===== src/rtl/cl_pattern_timing.sv =====
// cl_pattern_timing
// Test-pattern video timing generator. Uses the upstream free-running 10-bit
// pixel counter as the horizontal position and produces registered
// CameraLink-style FVAL/LVAL/DVAL strobes, an 8-bit test pattern and
// line/frame bookkeeping. Every line or state transition happens on the
// end-of-line position (count_in == 1023).
module cl_pattern_timing #(
  parameter int unsigned H_ACTIVE = 640,  // active pixels per line, 1..1023
  parameter int unsigned V_ACTIVE = 480,  // active lines per frame, 1..1023
  parameter int unsigned V_BLANK  = 10    // blank lines per frame,  1..1023
) (
  input  logic       clk,
  input  logic       reset,
  input  logic [9:0] count_in,
  input  logic       enable,
  input  logic [1:0] mode,
  output logic       fval,
  output logic       lval,
  output logic       dval,
  output logic [7:0] pixel,
  output logic [9:0] line_num,
  output logic [7:0] frame_cnt,
  output logic       frame_done
);

  // All comparisons are 10-bit unsigned against these constants.
  localparam logic [9:0] H_LIMIT   = 10'(H_ACTIVE);
  localparam logic [9:0] V_LAST    = 10'(V_ACTIVE - 1);
  localparam logic [9:0] B_LAST    = 10'(V_BLANK - 1);
  localparam logic [9:0] EOL_POS   = 10'd1023;

  typedef enum logic [1:0] {
    ST_IDLE   = 2'd0,
    ST_ACTIVE = 2'd1,
    ST_VBLANK = 2'd2
  } state_e;

  typedef enum logic [1:0] {
    PAT_HRAMP   = 2'd0,
    PAT_VRAMP   = 2'd1,
    PAT_CHECKER = 2'd2,
    PAT_FRAME   = 2'd3
  } pattern_e;

  // Frame-level state.
  state_e     state_q, state_d;
  logic [9:0] line_cnt_q, line_cnt_d;
  pattern_e   mode_q, mode_d;
  logic [7:0] frame_cnt_q, frame_cnt_d;
  logic       frame_done_q, frame_done_d;

  // Registered pixel-rate outputs.
  logic       fval_q, fval_d;
  logic       lval_q, lval_d;
  logic [7:0] pixel_q, pixel_d;
  logic [9:0] line_num_q;

  logic       eol;

  assign eol = (count_in == EOL_POS);

  // Frame sequencing: state, line counter, mode latch and frame counter,
  // all advanced only on the end-of-line position.
  always_comb begin
    // NOTE: every signal written here gets a default first so no path leaves
    // it unassigned; a missing default would infer a latch.
    state_d      = state_q;
    line_cnt_d   = line_cnt_q;
    mode_d       = mode_q;
    frame_cnt_d  = frame_cnt_q;
    frame_done_d = 1'b0;

    if (eol) begin
      unique case (state_q)
        ST_IDLE: begin
          if (enable) begin
            state_d    = ST_ACTIVE;
            line_cnt_d = '0;
            mode_d     = pattern_e'(mode);
          end
        end

        ST_ACTIVE: begin
          if (line_cnt_q == V_LAST) begin
            state_d      = ST_VBLANK;
            line_cnt_d   = '0;
            frame_done_d = 1'b1;
          end else begin
            line_cnt_d = line_cnt_q + 10'd1;
          end
        end

        ST_VBLANK: begin
          if (line_cnt_q == B_LAST) begin
            frame_cnt_d = frame_cnt_q + 8'd1;
            line_cnt_d  = '0;
            // enable is only honoured here, so a dropped enable never
            // truncates a frame or its blanking.
            if (enable) begin
              state_d = ST_ACTIVE;
              mode_d  = pattern_e'(mode);
            end else begin
              state_d = ST_IDLE;
            end
          end else begin
            line_cnt_d = line_cnt_q + 10'd1;
          end
        end

        default: begin
          state_d    = ST_IDLE;
          line_cnt_d = '0;
        end
      endcase
    end
  end

  // Strobes and pattern pixel for the current position; pixel is forced to
  // zero outside the active part of an active line.
  always_comb begin
    fval_d  = (state_q == ST_ACTIVE);
    lval_d  = (state_q == ST_ACTIVE) && (count_in < H_LIMIT);
    pixel_d = 8'h00;
    if (lval_d) begin
      case (mode_q)
        PAT_HRAMP:   pixel_d = count_in[7:0];
        PAT_VRAMP:   pixel_d = line_cnt_q[7:0];
        PAT_CHECKER: pixel_d = (count_in[5] ^ line_cnt_q[5]) ? 8'hFF : 8'h00;
        PAT_FRAME:   pixel_d = frame_cnt_q;
        default:     pixel_d = 8'h00;
      endcase
    end
  end

  // State and output registers with synchronous reset.
  always_ff @(posedge clk) begin
    // NOTE: non-blocking assignments keep every register sampling the
    // pre-edge values, so ordering of the statements below cannot matter.
    if (reset) begin
      // NOTE: every register is cleared on reset; there are no storage
      // arrays here whose contents could be left uninitialised.
      state_q      <= ST_IDLE;
      line_cnt_q   <= '0;
      mode_q       <= PAT_HRAMP;
      frame_cnt_q  <= '0;
      frame_done_q <= 1'b0;
      fval_q       <= 1'b0;
      lval_q       <= 1'b0;
      pixel_q      <= '0;
      line_num_q   <= '0;
    end else begin
      state_q      <= state_d;
      line_cnt_q   <= line_cnt_d;
      mode_q       <= mode_d;
      frame_cnt_q  <= frame_cnt_d;
      frame_done_q <= frame_done_d;
      fval_q       <= fval_d;
      lval_q       <= lval_d;
      pixel_q      <= pixel_d;
      line_num_q   <= line_cnt_q;
    end
  end

  assign fval       = fval_q;
  assign lval       = lval_q;
  assign dval       = lval_q;
  assign pixel      = pixel_q;
  assign line_num   = line_num_q;
  assign frame_cnt  = frame_cnt_q;
  assign frame_done = frame_done_q;

endmodule


===== config.mk =====
export PLATFORM = sky130hd
export DESIGN_NAME = cl_pattern_timing
export DESIGN_NICKNAME = d
export VERILOG_FILES = /design/src/rtl/cl_pattern_timing.sv
export SDC_FILE = /design/constraint.sdc
export NUM_CORES = 1
export LEC_CHECK = 0
export CAP_MARGIN = 40
export CELL_PAD_IN_SITES_DETAIL_PLACEMENT = 0
export CELL_PAD_IN_SITES_GLOBAL_PLACEMENT = 1
export CORE_MARGIN = 5
export CORE_UTILIZATION = 46
export DETAILED_ROUTE_END_ITERATION = 16
export DONT_BUFFER_PORTS = 1
export HOLD_SLACK_MARGIN = 0.06
export PLACE_DENSITY_LB_ADDON = 0.1
export SYNTH_ARGS = -nofsm -noshare
export SYNTH_HDL_FRONTEND = slang
export SYNTH_SLANG_ARGS = --single-unit

===== constraint.sdc =====
create_clock -name clk -period 2.03 [get_ports clk]
set_input_delay 0.203 -clock clk [delete_from_list [all_inputs] [get_ports clk]]
set_output_delay 0.203 -clock clk [all_outputs]
set_load 0.01 [all_outputs]

==> results of run 1 <==
## cells by family after synthesis
logic type               synth area share, %
AND/OR/NAND/NOR                         26.9
AO/OA/AOI/OAI                           14.1
XOR/XNOR                                2.14
adder cells (fa/ha/maj)                 4.27
flip-flops                              42.0
buffers and inverters                   4.21
multiplexers                            6.35
## power by group
part           switching (uW)  internal, uW
sequential              0.101           842
combinational            15.8          10.0
clock                     289           241
total                     305          1090
## final cells by class
| type | count | area [um^2] |
|---|---|---|
| clock buffers | 6 | 72.6 |
| clock inverters | 2 | 12.5 |
| fillers | 420 | 2040 |
| inverters | 6 | 22.5 |
| multi-input cells | 164 | 1130 |
| flip-flops and latches | 43 | 863 |
| well taps | 52 | 65.1 |
| repair buffers | 14 | 118 |
## metrics by stage
step / util (%) / cell area [um^2] / TNS, ns
floorplan: - / 2050 / 0
CTS: 51.8 / 2240 / 0
detailed placement: 49.2 / 2130 / -0.0761
global route: 52.9 / 2290 / -0.00689
global placement: 49.2 / 2130 / -0.0160
finish: 52.9 / 2290 / 0
## path summary, 6_finish.rpt
check / start / to / slack, ns / cells past startpoint
setup reg to reg: line_cnt_q[2] / frame_cnt[7] / 0.11 / 5
hold reg to reg: line_cnt_q[9] / line_cnt_q[9] / 0.52 / 2
setup / recovery: line_cnt_q[2] / frame_cnt[7] / 0.11 / 5
hold / removal: mode[1] / mode_q[1] / 0.07 / 2
## worst register-to-register path: stages (launching register included)
cell	delay, ns
dfxtp_1	0.39
or3_4	0.39
nor3_4	0.27
nand4_1	0.26
or3_1	0.41
a21oi_1	0.16
## metal layers
metal  global-route usage, %  part of all wire [%]  vias up
li1                        -                     -      821
met1                    21.8                    44      827
met2                    28.1                    48       39
met3                    5.15                   5.8        8
met4                    7.52                   1.8        0
met5                       0                     0        -
## state kept, by name, summed over array words and instances, names as in the netlist
name,flops
dval,1
line_cnt_q,10
line_num,10
mode_q,2
state_q,2
pixel,8
frame_done,1
frame_cnt,8
fval,1
## cell usage in the layout, fill, tap and decap left out, types with 3 or more instances in the layout
cell type	netlist	layout
buf_4	1	13
nand2_1	23	23
clkbuf_8	0	5
nand4_1	8	8
ha_1	7	7
mux2i_1	13	13
and3_1	5	5
a21oi_1	12	12
a2bb2oi_1	6	6
nor2_1	24	24
dfxtp_1	43	41
inv_1	6	6
nor2b_1	10	10
or3_1	3	3
o21ai_0	3	3
xnor2_1	5	5
nand3b_1	3	3
a211oi_1	9	9
nand3_1	3	3
## timing repair
item,CTS,global route
setup endpoints to repair,1,11
hold buffers,1,0
pin swaps,0,3
gates resized for setup,2,6
endpoints found under the hold margin,33,0
setup buffers,0,3
cloned,0,0
==> impl_metrics.yaml, run 1 <==
status:
  status: "complete, no violations"
drt:
  wl_per_cell_um: 18.0
  wirelength_um: 5150
  first_pass_iters: 4
  drtIter0Drc: 124
  via_per_inst: 5.91
  via_count: 1695
  drtAntennaViolNets: 0
  drc: 0
floorplan:
  die_w_um: 76.8
  initial_utilization_pct: 47.4
  die_h_um: 76.8
  die_area_um2: 5890
  fp.coreArea_um2: 4320
  rows: 24
  ios: 45
synth:
  synth_area_um2: 2050
  netlist_instances: 227
  yosys_warnings: 0
  yosysUniqueCellTypes: 42
  synth_edf_count: 0
  ys_top_cells_by_area: "dfxtp_1 (42%), mux2i_1 (6.3%), nor2_1 (4.4%)"
  yosys.area.top_type: "dfxtp_1"
  synth_top_area_share_pct: 42.0
  ys_top_cells_by_count: "dfxtp_1 (43), nor2_1 (24), nand2_1 (23), mux2i_1 (13)"
  ys_ff_latch: 43
  synth_fp_nets: 249
  avgSynthCellArea_um2: 9.03
  ys.flop_type: "dfxtp_1"
  synth-seq-area-share_pct: 42.0
  yosysMostFrequentCell: "dfxtp_1"
  ys_async_sr_fraction_pct: 0
grt:
  track_usage_pct: 17.6
  grt_max_degree: 34
  grt_pass1_wl_um: 8410
  grt_pass1_vias: 1606
  antenna_found_initial: 0
  grt-ovfl-total: 0
layout:
  nNetsFinal: 256
  final_cells: 287
  diodes: 0
  syn2layout_area_growth_pct: 11.7
  drive_above_1_share_pct: 14.5
clock_tree:
  cts_tree: "yes"
  numCtsBuffers: 5
  clkTransAtPathRegs_ns: 0.09
  clkSinkCount: 43
  worstSkewPairLatency_ns: 0.29
  clock-root-buffer: "clkbuf_8"
  htreeDepth: 2
  cts_buffer_depth: 2
placed_design:
  dpl_worst_slack_ns: -0.0761
  gp_congestion: 0.817
  port_buffers: 0
  place_hpwl_um: 3780
  dp.cells: 275
flow_run:
  cap_violations: 0
sta:
  worst_slew_pin_slew_ns: 0.535
  relSlewSlack_pct: 64.1
  drv_slew: 0
  finalCritPeriodShare_pct: 94.8
  post-route-min-period_ns: 1.92
  whs_ns: 0.0675
  worst_slack_ns: 0.106
  final_hold_viol_count: 0
  finClkSkew_ns: 0.00872
  fmax_mhz: 520
  setup_violations: 0
power_and_ir_drop:
  leakagePower_uw: 0.000801
  p_total_uw: 1400
  power_density_nw_per_um2: 611
  ir_worst_vdd_mv: 0.264
setup_path:
  critPathKind: "flip-flop to flip-flop"
  critPathLaunchType: "flip-flop"
  crit_fanout: 7
  crit_buf_inv: 0
  worstPathRequired_ns: 2.26
  end_kind: "flip-flop"
  slowest_delay_ns: 0.41
  cp_top_family: "simple AND/OR/NAND/NOR gates"
  worstPathCellList: "or3_4, nor3_4, nand4_1, or3_1, a21oi_1"
  critPathArrivalTime_ns: 2.15
  cpMaxStageDelayCell: "or3_1"
hold_path:
  hold_class: "input port to flip-flop"
(Power assumes the default switching activity.)
==> inputs of run 2 (changes only) <==
Settings changed: RECOVER_POWER set to 25.
==> impl_metrics.yaml, run 2 (synthesis results as in run 1) <==
grt:
  use_met2_pct: 28.1
  grt_max_degree: 34
  busiest_layer: "met2"
  grt_pass1_wl_um: 8410
  grt-ovfl-total: 0
  track_usage_pct: 17.6
  use_met1_pct: 21.8
  antenna_found_initial: 0
  grt_pass1_vias: 1606
  gr-usage-met3_pct: 5.15
floorplan:
  rows: 24
  die_area_um2: 5890
  ios: 45
  initial_utilization_pct: 47.4
  die_h_um: 76.8
  die_w_um: 76.8
  fp.coreArea_um2: 4320
power_and_ir_drop:
  p_sw_share_pct: 21.8
  power_frac_clock_pct: 37.9
  power_density_nw_per_um2: 616
  p_sw_uw: 305
  power_report.internal_total_uw: 1090
  comb_power_share_pct: 1.8
  leakagePower_uw: 0.000779
  ir_worst_vdd_mv: 0.264
  p_total_uw: 1400
  p_seq_share_pct: 60.3
hold_path:
  min_path_cells: 2
  hold_class: "input port to flip-flop"
sta:
  finClkSkew_ns: 0.00990
  final_hold_viol_count: 0
  finalCritPeriodShare_pct: 94.7
  worst_slew_pin_slew_ns: 0.597
  post-route-min-period_ns: 1.92
  drv_slew: 0
  setup_tns_ns: 0
  setup_violations: 0
  fmax_mhz: 520
  relSlewSlack_pct: 60.2
setup_path:
  critPathLaunchType: "flip-flop"
  crit_fanout: 7
  critPathArrivalTime_ns: 2.16
  end_kind: "flip-flop"
  worstPathRequired_ns: 2.26
  critPathKind: "flip-flop to flip-flop"
  ff2ff_path_depth: 5
status:
  status: "complete, no violations"
drt:
  drc: 0
  wirelength_um: 5170
  via_count: 1694
  wl_per_cell_um: 18.0
  drtAntennaViolNets: 0
  drtIter0Drc: 111
  first_pass_iters: 4
  via_per_inst: 5.90
clock_tree:
  numCtsBuffers: 5
  cts_buffer_depth: 2
  worstSkewPairLatency_ns: 0.30
  cts_tree: "yes"
  clkSinkCount: 43
  clkTransAtPathRegs_ns: 0.09
  htreeDepth: 2
  clock-root-buffer: "clkbuf_8"
layout:
  diodes: 0
  fillers: 425
  final-seq-area_um2: 863
  most-common-layout-cells: "dfxtp_1 (41), nor2_1 (24), nand2_1 (23)"
  final_common_cell: "dfxtp_1"
  syn2layout_area_growth_pct: 10.7
  multi_input_area_um2: 1130
  nNetsFinal: 256
  drive_above_1_share_pct: 12.3
flow_run:
  cap_violations: 0
placed_design:
  gp_congestion: 0.817
  place_hpwl_um: 3780
  port_buffers: 0
run 2: cell count changes in the layout (fill, tap and decap cells not counted):
cell and delta:
buf_4 -5, clkbuf_1 +5
run 2: final cells by class:
| cell class | count | share of cell area (%) |
|---|---|---|
| clock inverter | 2 | 0.551 |
| timing repair buffer | 14 | 4.36 |
| multi-input combinational | 164 | 50.0 |
| inverter | 6 | 0.992 |
| clock buffer | 6 | 3.20 |
| tap | 52 | 2.87 |
| sequential | 43 | 38.0 |
run 2: power groups by stage:
stage / registers (uW) / clock network [uW] / logic [uW]
6_report: 843 / 530 / 25.7
5_1_grt: 843 / 587 / 28.6
4_1_cts: 843 / 540 / 25.9
3_5_place_dp: 863 / 0 / 11.5
3_3_place_gp: 863 / 0 / 11.4
2_1_floorplan: 863 / 0 / 17.1
run 2: through the flow:
step | hold WS [ns] | area (um^2) | util, % | worst slack (ns) | instances
5_1_grt | 0.0779 | 2270 | 52.5 | -0.00689 | 287
3_5_place_dp | 0.279 | 2130 | 49.2 | -0.0761 | 275
3_3_place_gp | 0.275 | 2130 | 49.2 | -0.0160 | 275
2_1_floorplan | 0.275 | 2050 | - | 0.229 | 227
4_1_cts | 0.0646 | 2240 | 51.8 | 0.0223 | 284
6_report | 0.0669 | 2270 | 52.5 | 0.107 | 287
run 2: path summary, 6_finish.rpt:
kind / to / from / slack (ns)
max: frame_cnt[7] / line_cnt_q[2] / 0.11
min: mode_q[1] / mode[1] / 0.07
max reg2reg: frame_cnt[7] / line_cnt_q[2] / 0.11
min reg2reg: line_cnt_q[9] / line_cnt_q[9] / 0.52
run 2: timing repair:
item / CTS / global route
gates cloned: 0 / 0
endpoints found under the hold margin: 33 / 0
endpoints found under the setup margin: 1 / 11
resized for setup: 2 / 6
hold buffers: 1 / 0
pin swaps: 0 / 3
buffers inserted: 0 / 3
run 2: worst max-delay path: stages, from the launching register on:
cell and delay [ns]:
dfxtp_1 0.39, or3_4 0.39, nor3_4 0.27, nand4_1 0.25, or3_1 0.40, a21oi_1 0.15
run 2: routing by layer:
metal  wire length, um  vias up
met4                65        0
li1                  -      820
met3               281        5
met2              2500       37
met1              2320      832
met5                 0        -
